## config.mk

```make
export PLATFORM = sky130hd
export DESIGN_NAME = w_mem_deserializer
export DESIGN_NICKNAME = d
export VERILOG_FILES = /design/src/rtl/w_mem_deserializer.sv
export SDC_FILE = /design/constraint.sdc
export NUM_CORES = 1
export LEC_CHECK = 0
export ABC_AREA = 1
export CAP_MARGIN = 40
export CORE_MARGIN = 2
export CORE_UTILIZATION = 35
export DETAILED_ROUTE_END_ITERATION = 12
export SLEW_MARGIN = 25
export SYNTH_ARGS = -nofsm -noshare
export SYNTH_HDL_FRONTEND = slang
export SYNTH_SLANG_ARGS = --single-unit
```

## constraint.sdc

```tcl
create_clock -name clk -period 1.87 [get_ports clk]
set_input_delay 0.187 -clock clk [delete_from_list [all_inputs] [get_ports clk]]
set_output_delay 0.187 -clock clk [all_outputs]
set_load 0.03 [all_outputs]
```

## src/rtl/w_mem_deserializer.sv

```systemverilog
// Packs a valid/ready stream of Q-format words into NU_COUNT-lane rows and writes each row to all w_mem instances.
// Optional feature macro: W_DESER_ZERO_PAD_EN (zero-pad a row cut short by an early in_last instead of discarding it).
module w_mem_deserializer #(
    parameter int NU_COUNT    = 8,
    parameter int Q_SIZE      = 16,
    parameter int W_MEM_DEPTH = 10
) (
    input  logic                         clk,
    input  logic                         reset,
    input  logic                         start,
    input  logic [W_MEM_DEPTH-1:0]       base_addr,
    input  logic [W_MEM_DEPTH-1:0]       row_count,
    input  logic                         in_valid,
    output logic                         in_ready,
    input  logic [Q_SIZE-1:0]            in_data,
    input  logic                         in_last,
    output logic                         w_write_enable,
    output logic [W_MEM_DEPTH-1:0]       w_write_addr,
    output logic [NU_COUNT*Q_SIZE-1:0]   w_data,
    output logic                         busy,
    output logic                         done,
    output logic                         error
);

    localparam int LANE_W = (NU_COUNT > 1) ? $clog2(NU_COUNT) : 1;
    localparam logic [LANE_W-1:0]      LAST_LANE = LANE_W'(NU_COUNT - 1);
    localparam logic [W_MEM_DEPTH-1:0] ONE_ROW   = W_MEM_DEPTH'(1);

    typedef enum logic [1:0] {IDLE, FILL, WRITE, DONE} state_t;

    state_t                 state;
    logic [LANE_W-1:0]      lane;
    logic [W_MEM_DEPTH-1:0] addr;
    logic [W_MEM_DEPTH-1:0] rows_left;
    logic [Q_SIZE-1:0]      row_buf [NU_COUNT];
    logic                   accept;
    logic                   final_word;

    assign accept       = in_valid && in_ready;
    assign final_word   = (lane == LAST_LANE) && (rows_left == ONE_ROW);
    assign w_write_addr = addr;

    for (genvar g = 0; g < NU_COUNT; g++) begin : g_lane
        assign w_data[g*Q_SIZE +: Q_SIZE] = row_buf[g];
    end

    // NOTE: all state uses non-blocking assignments so every register samples pre-edge values.
    always_ff @(posedge clk or negedge reset) begin
        if (!reset) begin
            state          <= IDLE;
            lane           <= '0;
            addr           <= '0;
            rows_left      <= '0;
            in_ready       <= 1'b0;
            w_write_enable <= 1'b0;
            busy           <= 1'b0;
            done           <= 1'b0;
            error          <= 1'b0;
            // NOTE: the row buffer is reset because it drives w_data directly and outputs must read 0 in reset.
            for (int i = 0; i < NU_COUNT; i++) row_buf[i] <= '0;
        end else begin
            case (state)
                IDLE: begin
                    if (start) begin
                        error <= 1'b0;
                        busy  <= 1'b1;
                        lane  <= '0;
                        if (row_count != '0) begin
                            addr      <= base_addr;
                            rows_left <= row_count;
                            in_ready  <= 1'b1;
                            state     <= FILL;
                        end else begin
                            done  <= 1'b1;
                            state <= DONE;
                        end
                    end
                end

                FILL: begin
                    if (accept) begin
                        row_buf[lane] <= in_data;
                        lane          <= lane + LANE_W'(1);
                        if (in_last && !final_word) begin
`ifdef W_DESER_ZERO_PAD_EN
                            // Lanes above the one carrying in_last are padded; force this to be the final row.
                            for (int i = 0; i < NU_COUNT; i++)
                                if (i > int'(lane)) row_buf[i] <= '0;
                            rows_left      <= ONE_ROW;
                            in_ready       <= 1'b0;
                            w_write_enable <= 1'b1;
                            state          <= WRITE;
`else
                            error    <= 1'b1;
                            in_ready <= 1'b0;
                            done     <= 1'b1;
                            state    <= DONE;
`endif
                        end else if (lane == LAST_LANE) begin
                            if (final_word && !in_last) error <= 1'b1;
                            in_ready       <= 1'b0;
                            w_write_enable <= 1'b1;
                            state          <= WRITE;
                        end
                    end
                end

                WRITE: begin
                    w_write_enable <= 1'b0;
                    addr           <= addr + ONE_ROW;
                    rows_left      <= rows_left - ONE_ROW;
                    lane           <= '0;
                    if (rows_left == ONE_ROW) begin
                        done  <= 1'b1;
                        state <= DONE;
                    end else begin
                        in_ready <= 1'b1;
                        state    <= FILL;
                    end
                end

                DONE: begin
                    done  <= 1'b0;
                    busy  <= 1'b0;
                    state <= IDLE;
                end

                default: state <= IDLE;
            endcase
        end
    end

endmodule

```

==> results.cfg <==
[grt]
grt-ovfl-total = 0
grt_pass1_vias = 5323
grt_usage_pct = 18.2
grt_antenna_before_repair = 0
grt_start_max_net_pins = 51
grt_pass1_wl_mm = 28.9

[drt]
firstDrtPassIters = 4
via_count = 5545
ant_nets = 0
vias_per_cell = 4.61
drtIter0Drc = 343
wl_mm = 18.1
drc = 0
avgRoutedWirePerCell_microns = 15.1

[cells_and_area]
drive_gt1_share_pct = 9.22
finalInstanceArea_sq_um = 9530
layout_common_cells = 240 x nand2_1, 182 x clkdlybuf4s50_1, 158 x dfrtp_1
syn_to_final_growth_pct = 40.5
antenna_cells = 0
num-fill-cells = 1825
instances_no_fill = 1204
seq_area_sq_um = 3950
fin_util_pct = 50.6
nets = 978
multi_input_area_sq_um = 2360
final_common_cell = nand2_1

[clock_tree]
cts-htree-levels = 4
numCtsBuffers = 17
path_clk_slew_ps = 70
clockBufferDepth = 2
root_buffer = clkbuf_16
worstSkewPairLatency_ps = 420
tritoncts = built
numClockSinks = 158

[synthesis]
ys_types = 32
yosys_warnings = 0
netlist_instances = 734
yosys_register_bits = 158
syn_area_sq_um = 6780
syn-num-nets = 781
syn_area_per_cell_sq_um = 9.24
synth_seq_area_share_pct = 58.3

[setup_path]
crit_path_cell_trace = clkdlybuf4s50_1
crit_slowest_cell = clkdlybuf4s50_1
crit_family = buffers and inverters
worst-path-buf-inv = 1
cp_max_fo = 6
required_ps = 1680
max_stage_delay_ps = 710
start_kind = flip-flop
rrSetupSlack_ps = 120
end_kind = primary output
path_class = reg2out
crit_arrival_ps = 1570

[timing]
setup_viol = 0
relSlewSlack_pct = 66.0
worstMarginPinSlew_ps = 510
timing.final.crit_share_pct = 94.0
min_period_ps = 1760
final.setup.tns_ps = 0
whs_ps = 278
skew_ps = 9.38
maxSlewViolCount = 0
fmax_mhz = 569
hold_viol = 0

[power_and_ir_drop]
power_density_nw_per_um2 = 729
p_leak_nw = 4.33
p_comb_share_pct = 3.7
vdd_drop_max_uv = 677
sequentialPowerShare_pct = 49.2
switchingPower_mw = 1.63
intPower_mw = 5.31
swShare_pct = 23.5
clkPwrFrac_pct = 47.1

[place]
dp_hpwl_mm = 13.0
dpl.cell_count = 1170
gp_congestion = 0.826
io_buffers = 183
dpl-instance-area_sq_um = 8940

[flow_run]
drv_cap = 0

[floorplan]
die_y_microns = 143
dieWidth_microns = 143
fp.coreArea_sq_um = 18800
io_pins = 184
num_rows = 50
die_area_sq_um = 20500
initial_core_util_pct = 36.0

[min_path]
min_path_type = in2async

[run_status]
status = finished, final reports clean
per-stage QoR:
stage	power, mW	setup slack [ps]
4_1_cts	7.01	59.5
2_1_floorplan	3.53	44.4
3_3_place_gp	3.74	121
5_1_grt	7.20	-3.85
6_report	6.94	112
3_5_place_dp	3.74	73.5
worst paths after layout:
kind	start	end	cells after the start
setup / recovery	w_write_addr[4]	w_write_addr[4]	1
hold / removal	reset	busy	2
setup reg to reg	lane[0]	in_ready	9
hold reg to reg	w_data[39]	w_data[39]	2
max in group asynchronous	reset	w_data[9]	3
min in group clk	start	busy	2
layer usage:
layer | GRT usage (%) | wire length [microns]
met4 | 6.25 | 348
met5 | 0 | 0
met3 | 4.43 | 957
met2 | 26.7 | 7890
met1 | 26.3 | 8940
final cells by class:
cell class | count | share of cell area, %
multi-input combinational | 490 | 24.8
tap | 260 | 3.42
sequential | 158 | 41.5
timing repair buffer | 210 | 22.3
inverter | 54 | 2.15
clock inverter | 13 | 1.08
clock buffer | 19 | 4.76
synthesized netlist by cell type, drive strengths merged:
master  instances  area (sq um)
a21oi           4          20.0
a22o            1          8.76
a32o            1          10.0
and2            1          6.26
buf            31           273
clkbuf          1          3.75
dfrtp         158          3950
ha              6          75.1
inv            54           205
nand2         243           922
nand3          28           140
nand3b          2          15.0
nand4          12           178
nor2           34           146
nor3            3          15.0
o211ai          2          15.0
o21ai         151           778
or2             1          6.26
xor2            1          8.76
flip-flops by register name, indices dropped and copies added (netlist names):
register	flops
busy	1
done	1
error	1
in_ready	1
lane	3
rows_left	10
state	2
w_data	128
w_write_addr	10
w_write_enable	1
power groups by stage:
stage	clock, mW	combinational [mW]	sequential, mW
2_1_floorplan	0	0.0521	3.48
3_3_place_gp	0	0.261	3.48
3_5_place_dp	0	0.259	3.48
4_1_cts	3.34	0.261	3.42
5_1_grt	3.50	0.289	3.41
6_report	3.27	0.255	3.42
timing repair:
| action | CTS | global route |
|---|---|---|
| buffers inserted | 0 | 1 |
| hold buffers | 1 | 0 |
| setup endpoints to repair | 0 | 2 |
| hold endpoints to repair | 45 | 0 |
| resized for setup | 0 | 5 |
worst register-to-register path, cell delays in order, from the launching register on:
cell	delay [ps]
dfrtp_1	380
ha_1	200
ha_1	220
nand3_1	110
ha_2	210
nor3_2	60
nor2_2	210
nand2_2	90
o21ai_1	120
nand2_1	60
logic make-up after synthesis:
family	count (synthesis)	synth area share, %
AO/OA/AOI/OAI	159	12.3
XOR/XNOR	1	0.129
adder cells (fa/ha/maj)	6	1.11
buffers and inverters	86	7.10
flip-flops	158	58.3
AND/OR/NAND/NOR	324	21.1
(Power assumes the default switching activity.)
